--- src/rtl/rr_arbiter8_pkg.sv ---
// Shared definitions for the eight-way round-robin arbiter.
package rr_arbiter8_pkg;

  localparam int unsigned NUM_REQ = 8;
  localparam int unsigned IDX_W   = 3;

  typedef enum logic {
    IDLE  = 1'b0,
    GRANT = 1'b1
  } state_e;

endpackage

--- src/rtl/rr_arbiter8_onehot_dec3.sv ---
// Combinational 3-to-8 one-hot decoder: out_o = 1 << in_i.
module onehot_dec3
  import rr_arbiter8_pkg::*;
(
  input  logic [IDX_W-1:0]   in_i,
  output logic [NUM_REQ-1:0] out_o
);

  always_comb begin
    out_o = NUM_REQ'(1) << in_i;
  end

endmodule

--- src/rtl/rr_arbiter8.sv ---
// Round-robin arbiter for eight requesters with bounded hold time and a
// mandatory one-cycle bubble between grants.
module rr_arbiter8
  import rr_arbiter8_pkg::*;
#(
  parameter int unsigned MAX_HOLD = 4
) (
  input  logic               clk,
  input  logic               rst_n,
  input  logic [NUM_REQ-1:0] req,
  output logic [NUM_REQ-1:0] gnt,
  output logic [IDX_W-1:0]   gnt_idx,
  output logic               gnt_valid,
  output logic               expire
);

  localparam int unsigned HCW = (MAX_HOLD > 1) ? $clog2(MAX_HOLD) : 1;
  localparam logic [HCW-1:0] HOLD_LAST = HCW'(MAX_HOLD - 1);

  state_e           state_q, state_d;
  logic [IDX_W-1:0] ptr_q, ptr_d;
  logic [IDX_W-1:0] idx_q, idx_d;
  logic [HCW-1:0]   hold_q, hold_d;
  logic             expire_q, expire_d;
  logic [NUM_REQ-1:0] dec;

  // Scan from farthest to nearest offset so the nearest requester at or
  // after the pointer is the last one written.
  function automatic logic [IDX_W-1:0] rr_pick(input logic [NUM_REQ-1:0] r,
                                               input logic [IDX_W-1:0]   p);
    logic [IDX_W-1:0] idx;
    rr_pick = p;
    for (int unsigned k = 0; k < NUM_REQ; k++) begin
      idx = p + IDX_W'(NUM_REQ - 1 - k);
      if (r[idx]) rr_pick = idx;
    end
  endfunction

  always_comb begin
    state_d  = state_q;
    ptr_d    = ptr_q;
    idx_d    = idx_q;
    hold_d   = hold_q;
    expire_d = 1'b0;
    unique case (state_q)
      IDLE: begin
        if (|req) begin
          state_d = GRANT;
          idx_d   = rr_pick(req, ptr_q);
          hold_d  = '0;
        end
      end
      GRANT: begin
        // A voluntary drop wins over expiry when both land on the last cycle.
        if (!req[idx_q]) begin
          state_d = IDLE;
          ptr_d   = idx_q + 1'b1;
        end else if (hold_q == HOLD_LAST) begin
          state_d  = IDLE;
          ptr_d    = idx_q + 1'b1;
          expire_d = 1'b1;
        end else begin
          hold_d = hold_q + 1'b1;
        end
      end
    endcase
  end

  always_ff @(posedge clk or negedge rst_n) begin
    if (!rst_n) begin
      state_q  <= IDLE;
      ptr_q    <= '0;
      idx_q    <= '0;
      hold_q   <= '0;
      expire_q <= 1'b0;
    end else begin
      state_q  <= state_d;
      ptr_q    <= ptr_d;
      idx_q    <= idx_d;
      hold_q   <= hold_d;
      expire_q <= expire_d;
    end
  end

  onehot_dec3 u_dec (
    .in_i  (idx_q),
    .out_o (dec)
  );

  assign gnt_valid = (state_q == GRANT);
  assign gnt       = gnt_valid ? dec : '0;
  assign gnt_idx   = idx_q;
  assign expire    = expire_q;

endmodule

--- config.mk ---
export PLATFORM = sky130hd
export DESIGN_NAME = rr_arbiter8
export DESIGN_NICKNAME = d
export VERILOG_FILES = /design/src/rtl/rr_arbiter8_pkg.sv /design/src/rtl/rr_arbiter8_onehot_dec3.sv /design/src/rtl/rr_arbiter8.sv
export SDC_FILE = /design/constraint.sdc
export NUM_CORES = 1
export LEC_CHECK = 0
export CAP_MARGIN = 40
export CELL_PAD_IN_SITES_DETAIL_PLACEMENT = 1
export CELL_PAD_IN_SITES_GLOBAL_PLACEMENT = 1
export CORE_UTILIZATION = 44
export CTS_CLUSTER_SIZE = 30
export DETAILED_ROUTE_END_ITERATION = 10
export PLACE_DENSITY = 0.85
export SLEW_MARGIN = 0
export SYNTH_ARGS = -nofsm -noshare
export SYNTH_HDL_FRONTEND = slang
export SYNTH_SLANG_ARGS = --single-unit
--- constraint.sdc ---
create_clock -name clk -period 7.88 [get_ports clk]
set_clock_uncertainty 0.2 [all_clocks]
set_input_delay 2.364 -clock clk [delete_from_list [all_inputs] [get_ports clk]]
set_output_delay 2.364 -clock clk [all_outputs]
set_load 0.05 [all_outputs]
==> results_dict.tcl, run 1 <==
set metrics [dict create \
    outcome "finished, final reports clean" \
    grt_pass1_vias 1285 \
    cts_buffers 3 \
    dp_hpwl_um 2880 \
    antennaDiodeCount 0 \
    rows 19 \
    whs_ns 0.327 \
    final.period_utilization_pct 59.3 \
    postCtsSetupRepairBufs 0 \
    synth_edf_count 0 \
    maxSlewViolCount 0 \
    area_growth_pct 18.2 \
    tightest_slew_ns 0.838 \
    stdcell_count 204 \
    cp-start-kind "flip-flop" \
    dp_cells 201 \
    ys_async_sr_fraction_pct 100 \
    cpMostUsedCell "ha_1" \
    vias_per_cell 6.10 \
    cp_max_fo 7 \
    layout_commonest_cell "clkdlybuf4s50_1" \
    clock_path_buffers 2 \
    cts_sinks 10 \
    vias 1245 \
    drtIter0Drc 56 \
    maxCapViolations 0 \
    synth_flop_cell "dfrtp_1" \
    synthDistinctLibCells 46 \
    grt_antenna_before_repair 0 \
    multi_input_area_um2 1050 \
    yosysSeqAreaShare_pct 18.1 \
    max_stage_delay_ns 0.80 \
    fill_cells 325 \
    initial_utilization_pct 48.2 \
    wl_per_cell_um 17.6 \
    ff_latch_area_um2 250 \
    synth-seq-cells 10 \
    finalHoldViolCount 0 \
    grt_use_total_pct 23.7 \
    grt_overflow 0 \
    grt_pass1_wl_um 6190 \
    cts_root_buf "clkbuf_4" \
    grt_setup_unrepaired "false" \
    cp_data_arrival_time_ns 2.11 \
    final_util_pct 56.9 \
    worst-setup-path-type "flip-flop to output port" \
    tritoncts "built" \
    endpoint_kind "output port" \
    cts_htree_levels 1 \
    cts.repair.resized 0 \
    nets 183 \
    cp_data_required_time_ns 5.32 \
    tns_ns 0 \
    critPathSlowestCell "clkdlybuf4s50_1" \
    core_area_um2 2880 \
    fmax_mhz 214 \
    synthesis.instances 145 \
    drc 0 \
    setup_viol 0 \
    die_h_um 58.1 \
    postSynthAreaPerCell_um2 9.55 \
    antenna_left 0 \
    io_pins 23 \
    clk_pin_slew_worst_paths_ns 0.06 \
    wl_um 3590 \
    first_pass_iters 4 \
    drive_above_1_share_pct 11.1 \
    final_cell_mix "22 x clkdlybuf4s50_1, 11 x inv_1, 11 x nand2_1" \
    portBuffers 22 \
    synth_area_um2 1390 \
    routabilityCongestion 0.814 \
    synth_nets 164 \
    yosysWarnings 0 \
    period_needed_ns 4.68 \
    die_w_um 58.1 \
    max_slew_margin_pct 44.1 \
    hold_buffers 0 \
    grt_max_degree 21 \
    dieArea_um2 3380 \
    clock_latency_ns 0.26 \
    cp_cell_sequence "ha_1 > ha_1 > and2_1 > clkdlybuf4s50_1" \
    hold_class "flip-flop to flip-flop" \
]
## cell families (layout without fill, tap and decap cells)
family / count (synthesis) / count (layout) / synth area share [%]
muxes: 26 / 26 / 32.1
adders and majority gates: 9 / 9 / 8.13
xor gates and xnor gates: 3 / 3 / 1.90
AOI/OAI and AO/OA: 37 / 37 / 18.3
and+or+nand+nor: 41 / 41 / 15.4
buffers and inverters: 19 / 36 / 6.05
DFF: 10 / 10 / 18.1
## through the flow
step / area, µm² / setup WS (ns)
after floorplan: 1390 / 3.72
after global placement: 1620 / 3.04
after detailed placement: 1620 / 3.00
after CTS: 1640 / 3.20
after global routing: 1640 / 3.13
final: 1640 / 3.20
## cell usage after synthesis (3+ instances only)
| master | n | area share [%] |
|---|---|---|
| and3_1 | 4 | 1.8 |
| inv_1 | 11 | 3.0 |
| mux4_2 | 8 | 13 |
| clkbuf_1 | 5 | 1.4 |
| ha_1 | 9 | 8.1 |
| and2_1 | 9 | 4.1 |
| nor4_1 | 3 | 1.4 |
| nand2_1 | 11 | 3.0 |
| o21ai_0 | 9 | 3.3 |
| a21oi_1 | 6 | 2.2 |
| nor2_1 | 6 | 1.6 |
| nand3_1 | 3 | 1.1 |
| mux2i_1 | 8 | 5.8 |
| dfrtp_1 | 10 | 18 |
| mux2_2 | 5 | 4.1 |
| mux4_1 | 4 | 7.6 |
| a21o_1 | 3 | 1.6 |
## worst max-delay path, delay by kind of cell, from the launching register on
family / cells / cell delay (ns)
fa+ha+maj: 2 / 0.39
simple gates: 1 / 0.12
flops: 1 / 0.54
buf+inv: 1 / 0.80
## final timing paths
path	start	to	slack, ns	cells after the start
worst max-delay path	gnt_idx[1]	gnt[3]	3.20	4
worst min-delay path	hold_q[1]	hold_q[1]	0.33	2
worst max register to register	ptr_q[0]	gnt_idx[1]	4.47	7
worst min register to register	hold_q[1]	hold_q[1]	0.33	2
max in group asynchronous	rst_n	ptr_q[2]	4.95	1
min in group asynchronous	rst_n	hold_q[1]	2.22	1
## per-layer routing
layer	GRT usage, %	vias up	wire length, µm
met5	0	-	0
met4	6.46	0	32
met3	1.79	4	122
met2	40.7	31	1780
met1	32.2	620	1660
li1	-	590	-
## area by class of cell
type                    instances  share of cell area, %
well taps                      42                   3.21
clock buffers                   3                   1.38
multi-input cells             116                   64.2
inverters                      11                   2.52
repair buffers                 22                   13.4
flip-flops and latches         10                   15.3
## flip-flops by register name, summed over array words and instances, names as in the netlist
name / count
gnt_valid: 1
hold_q: 2
expire: 1
gnt_idx: 3
ptr_q: 3
Power of run 1 is left out: the tool's default activity adds up to more than one toggle a clock period on the data nets, which glitch-free logic cannot reach.
==> run 2, diff against run 1 <==
- CORE_UTILIZATION: 44 -> 37
- PLACE_DENSITY: 0.85 -> 0.76
- clock period: 7.88 -> 3.9 ns (I/O delays scaled with it)
==> run 2 against run 1 <==
Final cell count rose by 3.9%. Via count increased by 2.3%. Register-to-register slack lost 3.4 ns. Hold slack worse by 0.019 ns. Sequential share of layout area fell by 0.54 points. Cell area rose by 3.7%. Count of clock-buffer cells in the layout is 1 higher. Routed wire length up 9.1%. Highest routed layer unchanged.
==> results_dict.tcl, run 2 (same netlist as run 1, synthesis figures left out) <==
set metrics [dict create \
    nets 186 \
    period_needed_ns 3.50 \
    min_from "hold_q[0]" \
    tns_ns 0 \
    antenna_left 0 \
    wl_per_cell_um 18.5 \
    grt_max_degree 20 \
    cp_data_arrival_time_ns 3.42 \
    cts_htree_levels 1 \
    initial_utilization_pct 39.9 \
    r2r-start "ptr_q[0]" \
    clock_path_buffers 2 \
    finalHoldViolCount 0 \
    grt_setup_unrepaired "false" \
    setup_viol 0 \
    cts_sinks 10 \
    io_pins 23 \
    clk_pin_slew_worst_paths_ns 0.05 \
    grt_pass1_wl_um 6720 \
    drtIter0Drc 104 \
    cp_max_fo 8 \
    maxCapViolations 0 \
    cts_root_buf "clkbuf_8" \
    worst-setup-path-type "primary input to flip-flop" \
    cp-start-kind "primary input" \
    hold_depth 1 \
    die_h_um 63.2 \
    tritoncts "built" \
    portBuffers 22 \
    outcome "finished, final reports clean" \
    final_cell_mix "22 x clkdlybuf4s50_1, 11 x inv_1, 11 x nand2_1" \
    r2r-end "gnt_idx[1]" \
    tightest_slew_ns 0.555 \
    grt_antenna_before_repair 0 \
    hold_buffers 0 \
    die_w_um 63.2 \
    clock_latency_ns 0.24 \
    vias 1274 \
    drive_above_1_share_pct 13.3 \
    cts.repair.resized 0 \
    hold_class "flip-flop to flip-flop" \
    hold_end "hold_q[0]" \
    grt_pass1_vias 1329 \
    layout_commonest_cell "clkdlybuf4s50_1" \
    endpoint_kind "flip-flop" \
    r2r_slack_ns 1.10 \
    antennaDiodeCount 0 \
    rr_worst_depth 7 \
    max_slew_margin_pct 63.0 \
    final.period_utilization_pct 89.6 \
    core_area_um2 3470 \
    maxSlewViolCount 0 \
    grt_overflow 0 \
    cts_buffers 3 \
    dp_hpwl_um 3000 \
    vias_per_cell 6.01 \
    drc 0 \
    first_pass_iters 4 \
    cp_data_required_time_ns 3.82 \
    dieArea_um2 3990 \
    routabilityCongestion 0.846 \
    fmax_mhz 286 \
    area_growth_pct 22.6 \
    wl_um 3920 \
    postCtsSetupRepairBufs 0 \
    rows 21 \
    grt_use_total_pct 21.3 \
]
-- run 2: cell types whose count changed in the layout (fill, tap and decap cells not counted), sizes merged --
cell,delta
clkbuf,+1
buf,+3
-- run 2: cell type report --
class	instances	area, µm²
Timing Repair Buffer	25	243
Multi-Input combinational cell	116	1050
Sequential cell	10	250
Fill cell	413	1770
Clock buffer	4	55.1
Tap cell	46	57.6
Inverter	11	41.3
-- run 2: per-layer routing --
| layer | share of wire (%) | vias to the layer above | global-route usage, % |
|---|---|---|---|
| li1 | - | 598 | - |
| met1 | 48 | 640 | 29.2 |
| met2 | 47 | 29 | 35.5 |
| met3 | 3.5 | 7 | 2.72 |
| met4 | 1.5 | 0 | 4.83 |
| met5 | 0 | - | 0 |
-- run 2: stage by stage --
| step | std cells | setup WS [ns] | hold slack (ns) | area, µm² | utilization, % |
|---|---|---|---|---|---|
| 2_1_floorplan | 145 | 0.679 | 0.266 | 1390 | - |
| 3_3_place_gp | 208 | 0.242 | 0.288 | 1640 | 47.4 |
| 3_5_place_dp | 208 | 0.194 | 0.302 | 1640 | 47.4 |
| 4_1_cts | 212 | 0.425 | 0.312 | 1700 | 49.0 |
| 5_1_grt | 212 | 0.306 | 0.346 | 1700 | 49.0 |
| 6_report | 212 | 0.404 | 0.308 | 1700 | 49.0 |
-- run 2: how the worst max path moves through the flow --
| stage | from | endpoint | slack, ns | cells after the start |
|---|---|---|---|---|
| floorplan | ptr_q[1] | gnt_idx[1] | 0.68 | 10 |
| global placement | req[2] | gnt_idx[1] | 0.24 | 5 |
| detailed placement | req[3] | gnt_idx[1] | 0.19 | 6 |
| CTS | gnt_idx[1] | gnt[7] | 0.43 | 4 |
| global route | gnt_idx[1] | gnt[7] | 0.31 | 4 |
| finish | req[3] | gnt_idx[1] | 0.40 | 6 |
-- run 2: critical path: stages --
cell	delay, ns
clkdlybuf4s50_1	0.57
mux4_2	0.60
mux2i_4	0.25
nand2_2	0.08
or4b_1	0.51
o22a_1	0.23
Power of run 2 is left out for the same reason.
==> run 3, diff against run 2 <==
- CTS_CLUSTER_SIZE: 30 -> default
==> results of run 3 <==
The final DEF is identical to that of run 2; final timing and power are the same.
Power of run 3 is left out for the same reason.
